`src/rtl/smem_bck_writeback_pkg.sv`:
```
// Shared constants for the backward-extension writeback stage: token status codes,
// default widths, FSM state encoding and the feedback token layout.
package smem_bck_writeback_pkg;

   localparam int unsigned DefAddrW = 7;
   localparam int unsigned DefIntvW = 32;

   localparam logic [5:0] BCK_INI = 6'h04;
   localparam logic [5:0] BCK_RUN = 6'h05;
   localparam logic [5:0] BCK_END = 6'h06;
   localparam logic [5:0] BUBBLE  = 6'h30;
   localparam logic [5:0] DONE    = 6'h3f;

   localparam logic [1:0] StRun    = 2'd0;
   localparam logic [1:0] StDrain  = 2'd1;
   localparam logic [1:0] StReport = 2'd2;

   typedef struct packed {
      logic [5:0] status;
      logic [8:0] read_num;
      logic [6:0] backward_i;
      logic [6:0] backward_j;
      logic [6:0] new_size;
      logic [6:0] new_last_size;
      logic [6:0] current_wr_addr;
      logic [6:0] mem_wr_addr;
      logic [6:0] min_intv;
      logic       iteration_boundary;
   } fb_tok_t;

   localparam fb_tok_t IdleTok = '{status: BUBBLE, default: '0};

endpackage

```
`src/rtl/smem_bck_writeback_if.sv`:
```
// Write channel from the writeback stage toward the on-chip interval buffer.
interface smem_bck_writeback_if #(
   parameter int unsigned ADDR_W = 7,
   parameter int unsigned INTV_W = 32
);
   logic                  wr_valid;
   logic                  wr_ready;
   logic [ADDR_W-1:0]     wr_addr;
   logic [3*INTV_W-1:0]   wr_data;

   modport master (output wr_valid, output wr_addr, output wr_data, input wr_ready);
   modport slave  (input wr_valid, input wr_addr, input wr_data, output wr_ready);
endinterface

```
`src/rtl/smem_wb_fifo.sv`:
```
// Synchronous FIFO with occupancy count, full/almost-full flags and a sticky overflow flag.
// The head entry is presented directly from the storage registers.
module smem_wb_fifo #(
   parameter int unsigned Depth = 4,
   parameter int unsigned Width = 8
) (
   input  logic                       clk,
   input  logic                       rst,
   input  logic                       push_i,
   input  logic [Width-1:0]           data_i,
   input  logic                       pop_i,
   output logic                       valid_o,
   output logic [Width-1:0]           data_o,
   output logic [$clog2(Depth):0]     count_o,
   output logic                       full_o,
   output logic                       almost_full_o,
   output logic                       overflow_o
);
   localparam int unsigned PtrW = $clog2(Depth);
   localparam logic [PtrW:0] DepthC = (PtrW + 1)'(Depth);

   logic [Width-1:0] mem_q [Depth];
   logic [PtrW-1:0]  wr_ptr_q, rd_ptr_q;
   logic [PtrW:0]    count_q, count_d;
   logic             overflow_q;
   logic             do_push, do_pop;

   assign valid_o       = (count_q != '0);
   assign data_o        = valid_o ? mem_q[rd_ptr_q] : '0;
   assign count_o       = count_q;
   assign full_o        = (count_q == DepthC);
   assign almost_full_o = (count_q >= DepthC - 1'b1);
   assign overflow_o    = overflow_q;

   assign do_pop  = pop_i & valid_o;
   // A pop in the same cycle frees the slot, so a full FIFO can still accept.
   assign do_push = push_i & (~full_o | do_pop);

   always_comb begin
      count_d = count_q;
      unique case ({do_push, do_pop})
         2'b10:   count_d = count_q + 1'b1;
         2'b01:   count_d = count_q - 1'b1;
         default: count_d = count_q;
      endcase
   end

   always_ff @(posedge clk) begin
      if (do_push) mem_q[wr_ptr_q] <= data_i;
   end

   always_ff @(posedge clk) begin
      if (rst) begin
         wr_ptr_q   <= '0;
         rd_ptr_q   <= '0;
         count_q    <= '0;
         overflow_q <= 1'b0;
      end else begin
         if (do_push) wr_ptr_q <= wr_ptr_q + 1'b1;
         if (do_pop)  rd_ptr_q <= rd_ptr_q + 1'b1;
         count_q <= count_d;
         if (push_i && !do_push) overflow_q <= 1'b1;
      end
   end

endmodule

```
`src/rtl/smem_bck_writeback.sv`:
```
// Backward-extension loop tail: keep/drop decision, interval write FIFO, feedback token and
// drain/report sequencing. Optional duplicate suppression under macro BCK_WB_DEDUP_EN.
module smem_bck_writeback
   import smem_bck_writeback_pkg::*;
#(
   parameter int unsigned FIFO_DEPTH = 4,
   parameter int unsigned ADDR_W     = DefAddrW,
   parameter int unsigned INTV_W     = DefIntvW
) (
   input  logic              clk,
   input  logic              rst,
   input  logic              stall_in,
   output logic              stall_out,
   input  logic [5:0]        status_q,
   input  logic [8:0]        read_num_q,
   input  logic [6:0]        backward_i_q,
   input  logic [6:0]        backward_j_q,
   input  logic [6:0]        new_size_q,
   input  logic [6:0]        new_last_size_q,
   input  logic [6:0]        current_wr_addr_q,
   input  logic [6:0]        mem_wr_addr_q,
   input  logic [6:0]        min_intv_q,
   input  logic              finish_sign_q,
   input  logic              iteration_boundary_q,
   input  logic [INTV_W-1:0] ext_k,
   input  logic [INTV_W-1:0] ext_l,
   input  logic [INTV_W-1:0] ext_s,
   output logic              fb_valid,
   output logic [5:0]        fb_status,
   output logic [8:0]        fb_read_num,
   output logic [6:0]        fb_backward_i,
   output logic [6:0]        fb_backward_j,
   output logic [6:0]        fb_new_size,
   output logic [6:0]        fb_new_last_size,
   output logic [6:0]        fb_current_wr_addr,
   output logic [6:0]        fb_mem_wr_addr,
   output logic [6:0]        fb_min_intv,
   output logic              fb_iteration_boundary,
   smem_bck_writeback_if.master wr_if,
   output logic              done_valid,
   output logic [8:0]        done_read_num,
   output logic [6:0]        done_count,
   output logic              err_overflow
);
   localparam int unsigned CntW = $clog2(FIFO_DEPTH) + 1;
   localparam int unsigned EntW = ADDR_W + 3 * INTV_W;

   fb_tok_t         fb_q, fb_d, in_tok;
   logic            fb_valid_q, fb_valid_d;
   logic [1:0]      state_q, state_d;
   logic [8:0]      done_rn_q, done_rn_d;
   logic [6:0]      done_cnt_q, done_cnt_d;
   logic            keep, dup, push;
   logic [EntW-1:0] fifo_data;
   logic [CntW-1:0] fifo_cnt;
   logic            fifo_full, fifo_afull;

   smem_wb_fifo #(
      .Depth(FIFO_DEPTH),
      .Width(EntW)
   ) u_fifo (
      .clk          (clk),
      .rst          (rst),
      .push_i       (push),
      .data_i       ({ADDR_W'(current_wr_addr_q), ext_k, ext_l, ext_s}),
      .pop_i        (wr_if.wr_ready),
      .valid_o      (wr_if.wr_valid),
      .data_o       (fifo_data),
      .count_o      (fifo_cnt),
      .full_o       (fifo_full),
      .almost_full_o(fifo_afull),
      .overflow_o   (err_overflow)
   );

   assign wr_if.wr_addr = fifo_data[3*INTV_W +: ADDR_W];
   assign wr_if.wr_data = fifo_data[3*INTV_W-1:0];

`ifdef BCK_WB_DEDUP_EN
   logic [INTV_W-1:0] last_s_q;
   logic [8:0]        last_rn_q;
   logic              last_vld_q;
   logic              accept;

   assign accept = ~stall_in & (state_q == StRun);
   assign dup    = last_vld_q & (last_rn_q == read_num_q) & (last_s_q == ext_s);

   always_ff @(posedge clk) begin
      if (rst) begin
         last_s_q   <= '0;
         last_rn_q  <= '0;
         last_vld_q <= 1'b0;
      end else if (accept && (status_q == BCK_INI || iteration_boundary_q)) begin
         last_vld_q <= 1'b0;
      end else if (push) begin
         last_s_q   <= ext_s;
         last_rn_q  <= read_num_q;
         last_vld_q <= 1'b1;
      end
   end
`else
   assign dup = 1'b0;
`endif

   always_comb begin
      keep   = (ext_s >= INTV_W'(min_intv_q)) & ~iteration_boundary_q & ~dup;
      in_tok = '{status: status_q, read_num: read_num_q, backward_i: backward_i_q,
                 backward_j: backward_j_q, new_size: new_size_q,
                 new_last_size: new_last_size_q, current_wr_addr: current_wr_addr_q,
                 mem_wr_addr: mem_wr_addr_q, min_intv: min_intv_q,
                 iteration_boundary: iteration_boundary_q};
      fb_d       = fb_q;
      fb_valid_d = fb_valid_q;
      state_d    = state_q;
      done_rn_d  = done_rn_q;
      done_cnt_d = done_cnt_q;
      push       = 1'b0;
      if (!stall_in) begin
         fb_d       = IdleTok;
         fb_valid_d = 1'b0;
         unique case (state_q)
            StRun: begin
               if (status_q == BCK_INI) begin
                  fb_d       = in_tok;
                  fb_valid_d = 1'b1;
               end else if (status_q == BCK_RUN) begin
                  fb_d       = in_tok;
                  fb_valid_d = 1'b1;
                  if (keep) begin
                     push                 = 1'b1;
                     fb_d.new_size        = new_size_q + 7'd1;
                     fb_d.current_wr_addr = current_wr_addr_q - 7'd1;
                  end
                  if (finish_sign_q) begin
                     state_d    = StDrain;
                     done_rn_d  = read_num_q;
                     done_cnt_d = fb_d.new_size;
                  end
               end
            end
            StDrain:  if (fifo_cnt == '0) state_d = StReport;
            StReport: state_d = StRun;
            default:  state_d = StRun;
         endcase
      end
   end

   always_ff @(posedge clk) begin
      if (rst) begin
         fb_q       <= IdleTok;
         fb_valid_q <= 1'b0;
         state_q    <= StRun;
         done_rn_q  <= '0;
         done_cnt_q <= '0;
      end else begin
         fb_q       <= fb_d;
         fb_valid_q <= fb_valid_d;
         state_q    <= state_d;
         done_rn_q  <= done_rn_d;
         done_cnt_q <= done_cnt_d;
      end
   end

   assign stall_out             = stall_in | fifo_afull | fifo_full | (state_q != StRun);
   assign fb_valid              = fb_valid_q;
   assign fb_status             = fb_q.status;
   assign fb_read_num           = fb_q.read_num;
   assign fb_backward_i         = fb_q.backward_i;
   assign fb_backward_j         = fb_q.backward_j;
   assign fb_new_size           = fb_q.new_size;
   assign fb_new_last_size      = fb_q.new_last_size;
   assign fb_current_wr_addr    = fb_q.current_wr_addr;
   assign fb_mem_wr_addr        = fb_q.mem_wr_addr;
   assign fb_min_intv           = fb_q.min_intv;
   assign fb_iteration_boundary = fb_q.iteration_boundary;
   assign done_valid            = (state_q == StReport);
   assign done_read_num         = done_rn_q;
   assign done_count            = done_cnt_q;

endmodule

```
`src/flat_wrapper.sv`:
```
// flat-port wrapper written by rule: the top's interface ports become plain ports
module smem_bck_writeback_flat import smem_bck_writeback_pkg::*;
#(
   parameter int unsigned FIFO_DEPTH = 4,
   parameter int unsigned ADDR_W     = DefAddrW,
   parameter int unsigned INTV_W     = DefIntvW
)
  (clk, rst, stall_in, stall_out, status_q, read_num_q, backward_i_q, backward_j_q, new_size_q, new_last_size_q, current_wr_addr_q, mem_wr_addr_q, min_intv_q, finish_sign_q, iteration_boundary_q, ext_k, ext_l, ext_s, fb_valid, fb_status, fb_read_num, fb_backward_i, fb_backward_j, fb_new_size, fb_new_last_size, fb_current_wr_addr, fb_mem_wr_addr, fb_min_intv, fb_iteration_boundary, done_valid, done_read_num, done_count, err_overflow, wr_if_wr_valid, wr_if_wr_addr, wr_if_wr_data, wr_if_wr_ready);
  smem_bck_writeback_if #(.ADDR_W(ADDR_W), .INTV_W(INTV_W)) wr_if_i ();
  input  logic clk;
  input  logic rst;
  input  logic stall_in;
  output logic stall_out;
  input  logic [5:0] status_q;
  input  logic [8:0] read_num_q;
  input  logic [6:0] backward_i_q;
  input  logic [6:0] backward_j_q;
  input  logic [6:0] new_size_q;
  input  logic [6:0] new_last_size_q;
  input  logic [6:0] current_wr_addr_q;
  input  logic [6:0] mem_wr_addr_q;
  input  logic [6:0] min_intv_q;
  input  logic finish_sign_q;
  input  logic iteration_boundary_q;
  input  logic [INTV_W-1:0] ext_k;
  input  logic [INTV_W-1:0] ext_l;
  input  logic [INTV_W-1:0] ext_s;
  output logic fb_valid;
  output logic [5:0] fb_status;
  output logic [8:0] fb_read_num;
  output logic [6:0] fb_backward_i;
  output logic [6:0] fb_backward_j;
  output logic [6:0] fb_new_size;
  output logic [6:0] fb_new_last_size;
  output logic [6:0] fb_current_wr_addr;
  output logic [6:0] fb_mem_wr_addr;
  output logic [6:0] fb_min_intv;
  output logic fb_iteration_boundary;
  output logic done_valid;
  output logic [8:0] done_read_num;
  output logic [6:0] done_count;
  output logic err_overflow;
  output wire logic [$bits(wr_if_i.wr_valid)-1:0] wr_if_wr_valid;
  output wire logic [$bits(wr_if_i.wr_addr)-1:0] wr_if_wr_addr;
  output wire logic [$bits(wr_if_i.wr_data)-1:0] wr_if_wr_data;
  input wire logic [$bits(wr_if_i.wr_ready)-1:0] wr_if_wr_ready;
  assign wr_if_wr_valid = wr_if_i.wr_valid;
  assign wr_if_wr_addr = wr_if_i.wr_addr;
  assign wr_if_wr_data = wr_if_i.wr_data;
  assign wr_if_i.wr_ready = wr_if_wr_ready;
  smem_bck_writeback #(.FIFO_DEPTH(FIFO_DEPTH), .ADDR_W(ADDR_W), .INTV_W(INTV_W)) u_core (.clk(clk), .rst(rst), .stall_in(stall_in), .stall_out(stall_out), .status_q(status_q), .read_num_q(read_num_q), .backward_i_q(backward_i_q), .backward_j_q(backward_j_q), .new_size_q(new_size_q), .new_last_size_q(new_last_size_q), .current_wr_addr_q(current_wr_addr_q), .mem_wr_addr_q(mem_wr_addr_q), .min_intv_q(min_intv_q), .finish_sign_q(finish_sign_q), .iteration_boundary_q(iteration_boundary_q), .ext_k(ext_k), .ext_l(ext_l), .ext_s(ext_s), .fb_valid(fb_valid), .fb_status(fb_status), .fb_read_num(fb_read_num), .fb_backward_i(fb_backward_i), .fb_backward_j(fb_backward_j), .fb_new_size(fb_new_size), .fb_new_last_size(fb_new_last_size), .fb_current_wr_addr(fb_current_wr_addr), .fb_mem_wr_addr(fb_mem_wr_addr), .fb_min_intv(fb_min_intv), .fb_iteration_boundary(fb_iteration_boundary), .wr_if(wr_if_i), .done_valid(done_valid), .done_read_num(done_read_num), .done_count(done_count), .err_overflow(err_overflow));
endmodule
```
`config.mk`:
```
export PLATFORM = sky130hd
export DESIGN_NAME = smem_bck_writeback_flat
export DESIGN_NICKNAME = d
export VERILOG_FILES = /design/src/rtl/smem_bck_writeback_pkg.sv /design/src/rtl/smem_bck_writeback_if.sv /design/src/rtl/smem_wb_fifo.sv /design/src/rtl/smem_bck_writeback.sv /design/src/flat_wrapper.sv
export SDC_FILE = /design/constraint.sdc
export NUM_CORES = 1
export LEC_CHECK = 0
export BUFFER_PORTS_ARGS = -buffer_cell sky130_fd_sc_hd__buf_2
export CAP_MARGIN = 20
export CORE_ASPECT_RATIO = 1.4
export CORE_MARGIN = 3
export CORE_UTILIZATION = 52
export CTS_BUF_LIST = sky130_fd_sc_hd__clkbuf_4
export DETAILED_ROUTE_END_ITERATION = 12
export GPL_ROUTABILITY_DRIVEN = 0
export PLACE_DENSITY = 0.84
export SLEW_MARGIN = 20
export SYNTH_ARGS = -nofsm -noshare
export SYNTH_HDL_FRONTEND = slang
export SYNTH_SLANG_ARGS = --single-unit
```
`constraint.sdc`:
```
create_clock -name clk -period 5.7 [get_ports clk]
set_input_delay 1.14 -clock clk [delete_from_list [all_inputs] [get_ports clk]]
set_output_delay 1.14 -clock clk [all_outputs]
set_load 0.02 [all_outputs]
```
=== Word-level counts from Yosys, hierarchy flattened ===
Memory sizes are Yosys's and may differ from the RTL's. A register that Yosys moved wholly into a read port is not among the register bits.
Cells that the tools add are included.

* Register bits: 92
* RAM bits: 412
* Output and inout port bits: 189
* Word-level logic and storage cells: 82
* Memories kept: 1

* $add $sub $neg: 6
* Magnitude comparators: 2
* Equal/unequal tests: 11
* Mux-type cells: 24
* Bitwise logic cells: 11
* Reduce and logical (&&, ||, !) cells: 9

{| class="wikitable"
|+ Memories
! memory !! depth !! bits a word !! rd ports !! clocked after Yosys merged registers in !! wr ports !! line !! source
|-
| u_core.u_fifo.mem_q || 4 || 103 || 1 || 1 || 1 || smem_wb_fifo.sv:22 || <nowiki>logic [Width-1:0] mem_q [Depth];</nowiki>
|}

{| class="wikitable"
|+ Operators with widths
! kind !! count
|-
| $mux W65 || 3
|-
| $mux W103 || 1
|-
| $ge A32 B7 Y1 || 1
|-
| $mux W7 || 2
|-
| $eq A6 B3 Y1 const B || 2
|-
| $mux W2 || 6
|-
| $mux W1 || 10
|-
| $reduce_and A5 Y1 || 2
|-
| $add A7 B1 Y7 const B || 1
|-
| $sub A7 B1 Y7 const B || 1
|-
| $pmux W3 S2 || 1
|-
| $add A2 B1 Y2 const B || 2
|-
| $eq A2 B1 Y1 const B || 2
|-
| $eq A2 B2 Y1 const B || 2
|-
| $ne A2 B1 Y1 const B || 2
|-
| $ne A2 B2 Y1 const B || 2
|-
| $not A1 Y1 || 4
|-
| $or A1 B1 Y1 || 4
|-
| $pmux W2 S2 || 1
|-
| $reduce_bool A2 Y1 || 2
|-
| $add A3 B1 Y3 const B || 1
|-
| $and A1 B1 Y1 || 3
|-
| $eq A3 B3 Y1 const B || 1
|-
| $ge A3 B2 Y1 const B || 1
|-
| other kinds (6) || 6
|}

=== Logic depth before layout (Yosys ltp) ===
Gate-level depths: netlist of run 1.

* Depth after elaboration: 10
* Depth in mapped cells: 12
* Gate-level depth less buffers: 12

=== By module ===
A second synthesis of run 1 with hierarchy kept.

* Cells, all modules: 1,109
* Area, all modules: 19,851.5 um^2

{| class="wikitable"
|+ By module, submodules not included
! module !! times used !! cells each !! area each (um^2)
|-
| smem_wb_fifo || 1 || 720 || 16,215.6
|-
| smem_bck_writeback || 1 || 389 || 3,636.0
|}

=== Worst setup path before layout of run 1 ===
Ideal clock, no wire load.

* Path kind: in2reg
* From: input port ext_s[0]
* To: memory u_core.u_fifo.mem_q[1][0] (netlist name), enable pin
* Setup time: 474 ps
* Arrival time: 4,969 ps
* Required time: 5,226 ps
* Setup slack: 258 ps
* Cell stages on the path: 9
* Cells stage by stage: inv_1 ha_1 nand2b_1 a2111oi_0 or3_1 a21oi_4 and3b_1 buf_4 and2_1

* Cells in the longest elaborated chain, start to end: 10

{| class="wikitable"
|+ Ends and longest elaborated chain
! what !! line !! source
|-
| from (decl) || flat_wrapper.sv:27 || <nowiki>input logic [INTV_W-1:0] ext_s;</nowiki>
|-
| $ge A32 B7 Y1 || smem_bck_writeback.sv:105 || <nowiki>keep = (ext_s >= INTV_W'(min_intv_q)) & ~iteration_boundary_q & ~dup;</nowiki>
|-
| $and A1 B1 Y1 || smem_bck_writeback.sv:105 ||
|-
| $mux W1 || smem_bck_writeback.sv:128 || <nowiki>if (keep) begin</nowiki>
|-
| $mux W1 || smem_bck_writeback.sv:125 || <nowiki>end else if (status_q == BCK_RUN) begin</nowiki>
|-
| $mux W1 || smem_bck_writeback.sv:122 || <nowiki>if (status_q == BCK_INI) begin</nowiki>
|-
| $mux W1 || smem_bck_writeback.sv:120 || <nowiki>unique case (state_q)</nowiki>
|-
| $mux W1 || smem_bck_writeback.sv:117 || <nowiki>if (!stall_in) begin</nowiki>
|-
| $and A1 B1 Y1 || smem_wb_fifo.sv:37 || <nowiki>assign do_push = push_i & (~full_o | do_pop);</nowiki>
|-
| $mux W1 || smem_wb_fifo.sv:49 || <nowiki>if (do_push) mem_q[wr_ptr_q] <= data_i;</nowiki>
|-
| $mux W1 (not written as such) || smem_wb_fifo.sv:49 ||
|-
| to (decl) || smem_wb_fifo.sv:22 ||
|}

No other way between the ends.

==> reports/qor.csv, run 1 <==
stage;metric;value;unit
critical_path;crit_arrival;3150;ps
critical_path;cp.required;4560;ps
floorplan;initial_core_util;0.5326;
sta;fin_tns_setup;0;ps
placed_design;io_buffers;354;
floorplan;coreArea;36110;sq um
placed_design;place_area;21600;sq um
pwr;p_leak;8.594;nW
critical_path;worst-path-max-fanout;40;
grt;grt_pass1_vias;11797;
cts;cts_made_buffers;110;
layout;fillers;2520;
layout;top_register;u_core.u_fifo.mem_q;
layout;syn_to_final_growth;19.85;%
route;ant_nets;0;
synthesis;ys_async_sr_fraction;0;
sta;slew_viol_final;0;
layout;drive_above_1_share;0.4268;
critical_path;crit_path_start_kind;register;
critical_path;end_kind;primary output;
sta;skew;50.62;ps
layout;largest_register_ffs;412;
layout;multi_input_area;4707;sq um
job;drv_cap;0;
sta;post-route-period-util;0.7523;
floorplan;ioPinCount;355;
critical_path;critPathMaxStageDelay;910;ps
sta;setup_viol;0;
route;routed_wirelength;43520;um
floorplan;rows;82;
sta;slew_headroom;0.3096;
critical_path;critPathSlowestCell;dfxtp_4;
cts;cts.htree.levels;3;
layout;final_area;23050;sq um
synthesis;syn_avg_cell_area;18.62;sq um
route;wl_per_cell;21.55;um
synthesis;ys.flop_type;edfxtp_1;
sta;timing_hold_violations_final;0;
layout;final_cell_mix;edfxtp_1 (412), buf_2 (354), clkbuf_4 (157), and2_1 (107), mux4_2 (103);
pwr;worst_ir_drop_vdd;0.2219;mV
route;drt_iter0_drc;778;
floorplan;fp.dieH;233.6;um
cts;cts_hold_buffers;0;
critical_path;path_buf_inv;2;
critical_path;path_cells;buf_4 -> mux4_2 -> and2_1 -> buf_2;
cts;clk_root_buffer_cell;clkbuf_4;
sta;max_clock_freq;233.2;MHz
worst_hold_path;hold_path_class;reg -> reg;
grt;track_usage;0.2201;
synthesis;ys_types;47;
grt;gr-total-overflow;0;
route;vias_per_cell;5.526;
floorplan;die_w;168.6;um
grt;antenna_found_initial;8;
grt;grt_pass1_wl;65670;um
route;drc_errors;0;
layout;layout_commonest_cell;edfxtp_1;
sta;period_minus_slack;4288;ps
critical_path;cp_top_family;flip-flops;
status;status;complete, no violations;
synthesis;yosys.area_share.simple;0.06199;
synthesis;synth-xor-area-share;0.008651;
synthesis;synth_adder_area_share;0.009497;
cts;path_clk_slew;80;ps
floorplan;fp.dieArea;39370;sq um
synthesis;synth_seq_cells;506;
pwr;p_per_area;352.0;nW/um^2
sta;grt_setup_unrepaired;false;
synthesis;syn_area;19240;sq um
synthesis;synth_edf_count;412;
synthesis;postSynthCellCount;1033;
layout;nNetsFinal;1638;
route;via_count;11162;
cts;cts_tree;done;
sta;worst_slew_pin_slew;1036;ps
synthesis;synth_top_family_by_area;multiplexers;
cts;cts.sinks;506;
cts;clockBufferDepth;3;
synthesis;synth.net_count;1213;
synthesis;ys_warn_count;0;
cts;clk_latency;800;ps
cts;post_cts_buffers;0;
synthesis;synthMuxAreaShare;0.1228;
layout;seq_area;14260;sq um
synthesis;yosysSeqAreaShare;0.7410;
critical_path;worstSetupPathType;reg -> out;
route;detail_route.first_pass.iterations;5;
synthesis;synth-compound-area-share;0.04046;
placed_design;dp_hpwl;28330;um
cts;cts.repair.resized;0;
grt;grt_max_degree;67;
-- worst register-to-register path, delay by kind of cell (launching register included) --
kind / cells / cell delay [ps]
buffers and inverters: 2 / 810
AO/OA/AOI/OAI: 3 / 610
adder cells (fa/ha/maj): 1 / 530
AND/OR/NAND/NOR: 3 / 450
flip-flops: 1 / 420
-- area by class of cell --
type,instances,area share
tap,462,0.02507
multi-input combinational,453,0.2042
clock buffer,157,0.05113
antenna,7,0.0007598
sequential,506,0.6186
inverter,18,0.002931
clock inverter,48,0.01123
timing repair buffer,369,0.08608
-- routing by layer --
layer	track usage	vias to the layer above	wire (um)
met2	0.3836	511	22860
met5	0	-	27
met1	0.2544	5575	15820
met3	0.06348	75	3420
li1	-	4997	-
met4	0.09568	4	1391
-- power by group --
group | internal, mW | switching [mW]
Sequential | 4.00 | 0.0611
Clock | 1.37 | 1.33
Combinational | 0.553 | 0.794
-- path summary, 6_finish.rpt --
kind                                          startpoint                  endpoint  cells past startpoint  slack, ps
worst max register to register  u_core.u_fifo.count_o[0]  u_core.u_fifo.count_o[1]                      9       2730
worst min-delay path                u_core.done_count[5]      u_core.done_count[5]                      2        450
worst max-delay path                            register          wr_if_wr_data[6]                      4       1410
worst min register to register      u_core.done_count[5]      u_core.done_count[5]                      2        450
-- cells in the mapped netlist, drive strengths merged, types with 3 or more instances --
master / instances / area, sq um
o22ai: 3 / 18.77
nand3: 9 / 45.04
and2: 111 / 694.4
nand2: 39 / 146.4
nor2b: 3 / 18.77
a211oi: 6 / 55.05
nor2: 24 / 92.59
o21ai: 6 / 30.02
a22o: 55 / 481.7
buf: 19 / 93.84
inv: 18 / 67.56
nor4: 6 / 37.54
xnor2: 14 / 122.6
clkbuf: 37 / 138.9
edfxtp: 412 / 12370
or3: 3 / 18.77
and3: 3 / 18.77
nor3: 3 / 15.01
a21oi: 17 / 103.9
nand4: 4 / 25.02
xor2: 5 / 43.79
dfxtp: 94 / 1882
a22oi: 5 / 42.54
ha: 13 / 162.7
mux4: 103 / 2320
-- metrics by stage --
stage | power [mW] | util | worst slack, ps | hold WS (ps) | cells
6_report | 8.115 | 0.6383 | 1412 | 448.4 | 2020
3_5_place_dp | 5.515 | 0.5980 | 1062 | 436.8 | 1808
5_1_grt | 8.482 | 0.6383 | 1103 | 475.3 | 2020
2_1_floorplan | 5.012 | - | 257.9 | 465.9 | 1033
4_1_cts | 8.231 | 0.6379 | 1215 | 453.5 | 2013
3_3_place_gp | 5.498 | 0.5980 | 1107 | 430.2 | 1808
-- cell families after synthesis --
family	count (synthesis)
XOR/XNOR	19
flip-flops	506
AND/OR/NAND/NOR	215
adder cells (fa/ha/maj)	14
AO/OA/AOI/OAI	98
multiplexers	107
buffers and inverters	74
Power figures use the tool's default switching activity.
==> run 2, diff against run 1 <==
- ABC_AREA: not set -> 1
- CORE_UTILIZATION: 52 -> 58
- PLACE_DENSITY: 0.84 -> 0.88
- clock period: 5.7 -> 4.4 ns (I/O delays scaled with it)
==> reports/qor.csv, run 2 <==
stage;metric;value;unit;change
grt;met1_usage;0.2960;;+0.04161
cts;cts.htree.levels;3;;unchanged
synthesis;syn_avg_cell_area;11.56;sq um;-38%
floorplan;rows;79;;-3.7%
synthesis;ys_warn_count;0;;unchanged
synthesis;synth.net_count;1897;;+56%
cts;clk_latency;800;ps;about the same
sta;setup_viol;0;;unchanged
cts;post_cts_buffers;0;;unchanged
status;status;complete, no violations;;
grt;track_usage;0.2628;;+0.04273
grt;gr-usage-met3;0.07759;;+0.01410
route;wl_per_cell;18.71;um;-13%
critical_path;end_kind;primary output;;
synthesis;synth_seq_cells;506;;unchanged
critical_path;cp.required;3520;ps;-1040 ps
pwr;p_leak;9.291;nW;+8.1%
layout;layout_commonest_cell;nor2_1;;
synthesis;postSynthCellCount;1717;;+66%
synthesis;ys_async_sr_fraction;0;;unchanged
route;routed_wirelength;49580;um;+14%
synthesis;yosys-top-cells-count;nor2_1 (476), edfxtp_1 (412), o21ai_0 (227);;
worst_hold_path;min_from;backward_i_q[6];;
cts;clk_root_buffer_cell;clkbuf_4;;
layout;final_cell_mix;nor2_1 (471), edfxtp_1 (412), buf_2 (354), o21ai_0 (227), clkbuf_4 (169);;
sta;max_clock_freq;254.4;MHz;
sta;grt_setup_unrepaired;false;;
floorplan;coreArea;33510;sq um;-7.2%
grt;top_usage_layer;met2;;
placed_design;dp_hpwl;30030;um;+6.0%
layout;drive_above_1_share;0.2678;;-0.1591
route;vias_per_cell;5.590;;+1.2%
sta;fin_hold_ws;289.3;ps;-159.1 ps
synthesis;synth_edf_count;412;;unchanged
grt;grt_max_degree;207;;+210%
critical_path;cp_top_family;buffers and inverters;;
route;drt_iter0_drc;1321;;+70%
synthesis;syn_area;19850;sq um;+3.2%
critical_path;path_buf_inv;3;;+1
layout;stdcell_count;2650;;+31%
synthesis;yosysMostFrequentCell;nor2_1;;
critical_path;worstSetupPathType;reg -> out;;
sta;skew;47.98;ps;-2.639 ps
pwr;p_per_area;519.1;nW/um^2;+47%
pwr;power;12.21;mW;+51%
cts;cts_made_buffers;112;;+1.8%
floorplan;ioPinCount;355;;unchanged
synthesis;yosysSeqAreaShare;0.7179;;-0.02307
layout;fillers;2203;;-13%
sta;period_minus_slack;3931;ps;
grt;grt_pass1_wl;75380;um;+15%
cts;cts.repair.resized;0;;unchanged
route;via_count;14813;;+33%
critical_path;timing.rr.start;u_core.state_q[0];;
grt;gr-usage-met2;0.4605;;+0.07689
sta;post-route-period-util;0.8935;;
worst_hold_path;hold_path_class;in -> reg;;
synthesis;ys.flop_type;edfxtp_1;;
sta;slew_viol_final;0;;unchanged
route;drc_errors;0;;unchanged
pwr;worst_ir_drop_vdd;0.3702;mV;+67%
critical_path;path_cells;inv_4 -> buf_4 -> nor2_1 -> o21ai_0 -> a21oi_1 -> buf_2;;
synthesis;synth_top_area_share;0.6231;;-0.02002
grt;grt_pass1_vias;14872;;+26%
placed_design;io_buffers;354;;unchanged
synthesis;ys_types;42;;-11%
sta;worst_slew_pin_slew;1069;ps;+33.82 ps
grt;antenna_found_initial;11;;+3
layout;largest_register_ffs;412;;unchanged
floorplan;initial_core_util;0.5925;;+0.05987
cts;cts_hold_buffers;0;;unchanged
cts;clockBufferDepth;3;;unchanged
grt;gr-total-overflow;0;;unchanged
synthesis;synth_top_area_cell;edfxtp_1;;
critical_path;worst-path-max-fanout;89;;+120%
route;ant_nets;0;;unchanged
floorplan;fp.dieH;224.9;um;-3.7%
critical_path;critPathMaxStageDelay;810;ps;-100 ps
critical_path;crit_arrival;3050;ps;-100 ps
critical_path;crit_path_start_kind;register;;
floorplan;fp.dieArea;36520;sq um;-7.2%
cts;cts_tree;done;;
critical_path;critPathSlowestCell;inv_4;;
sta;timing_hold_violations_final;0;;unchanged
cts;path_clk_slew;70;ps;about the same
route;detail_route.first_pass.iterations;5;;unchanged
synthesis;synth_area_leaders;edfxtp_1 (62%), dfxtp_1 (9.5%), nor2_1 (9.0%);;
layout;top_register;u_core.u_fifo.mem_q;;
placed_design;post-place-cells;2437;;+35%
cts;cts.sinks;506;;unchanged
job;drv_cap;0;;unchanged
layout;syn_to_final_growth;18.52;%;
floorplan;die_w;162.4;um;-3.7%
layout;nNetsFinal;2286;;+40%
sta;slew_headroom;0.2871;;-0.02255
-- run 2: path summary, 6_finish.rpt --
kind,slack [ps],cells past startpoint,end
worst min register to register,450,2,u_core.fb_status[1]
worst max register to register,1970,8,u_core.u_fifo.mem_q[0][21]
worst min-delay path,290,2,u_core.fb_backward_i[6]
worst max-delay path,470,6,wr_if_wr_data[24]
-- run 2: logic make-up after synthesis --
group | share of synthesized area
adders and majority gates | 0.009201
AOI/OAI and AO/OA | 0.1139
buffers and inverters | 0.03208
and+or+nand+nor | 0.1252
DFF | 0.7179
xor gates and xnor gates | 0.001764
-- run 2: stage by stage --
stage                     setup TNS, ps  utilization  setup WS, ps  instance area (sq um)
after floorplan                 -238210            -        -578.2                  19860
after global placement                0       0.6583          1108                  22060
after detailed placement              0       0.6583          1089                  22060
after CTS                             0       0.7015         389.4                  23510
after global routing                  0       0.7021         250.1                  23530
final                                 0       0.7022         468.7                  23530
-- run 2: final cells by class --
class | count | area [sq um] | share of cell area
Tap cell | 445 | 556.8 | 0.02366
Inverter | 63 | 244.0 | 0.01037
Antenna cell | 9 | 22.52 | 0.0009571
Timing Repair Buffer | 372 | 1994 | 0.08476
Multi-Input combinational cell | 1051 | 5001 | 0.2125
Clock inverter | 35 | 181.4 | 0.007710
Sequential cell | 506 | 14260 | 0.6061
Clock buffer | 169 | 1269 | 0.05392
-- run 2: layer usage --
metal,share of wire,routed length (um),vias up
met5,0.00087,43,-
met4,0.033,1653,6
met3,0.093,4587,127
met2,0.52,25770,733
met1,0.35,17530,7079
li1,-,-,6868
-- run 2: where the power goes --
group,internal (mW),switching (mW),leakage (nW)
Clock,1.82,1.74,0.854
Combinational,0.924,2.51,3.97
Sequential,5.19,0.0345,4.46
Total,7.93,4.28,9.29
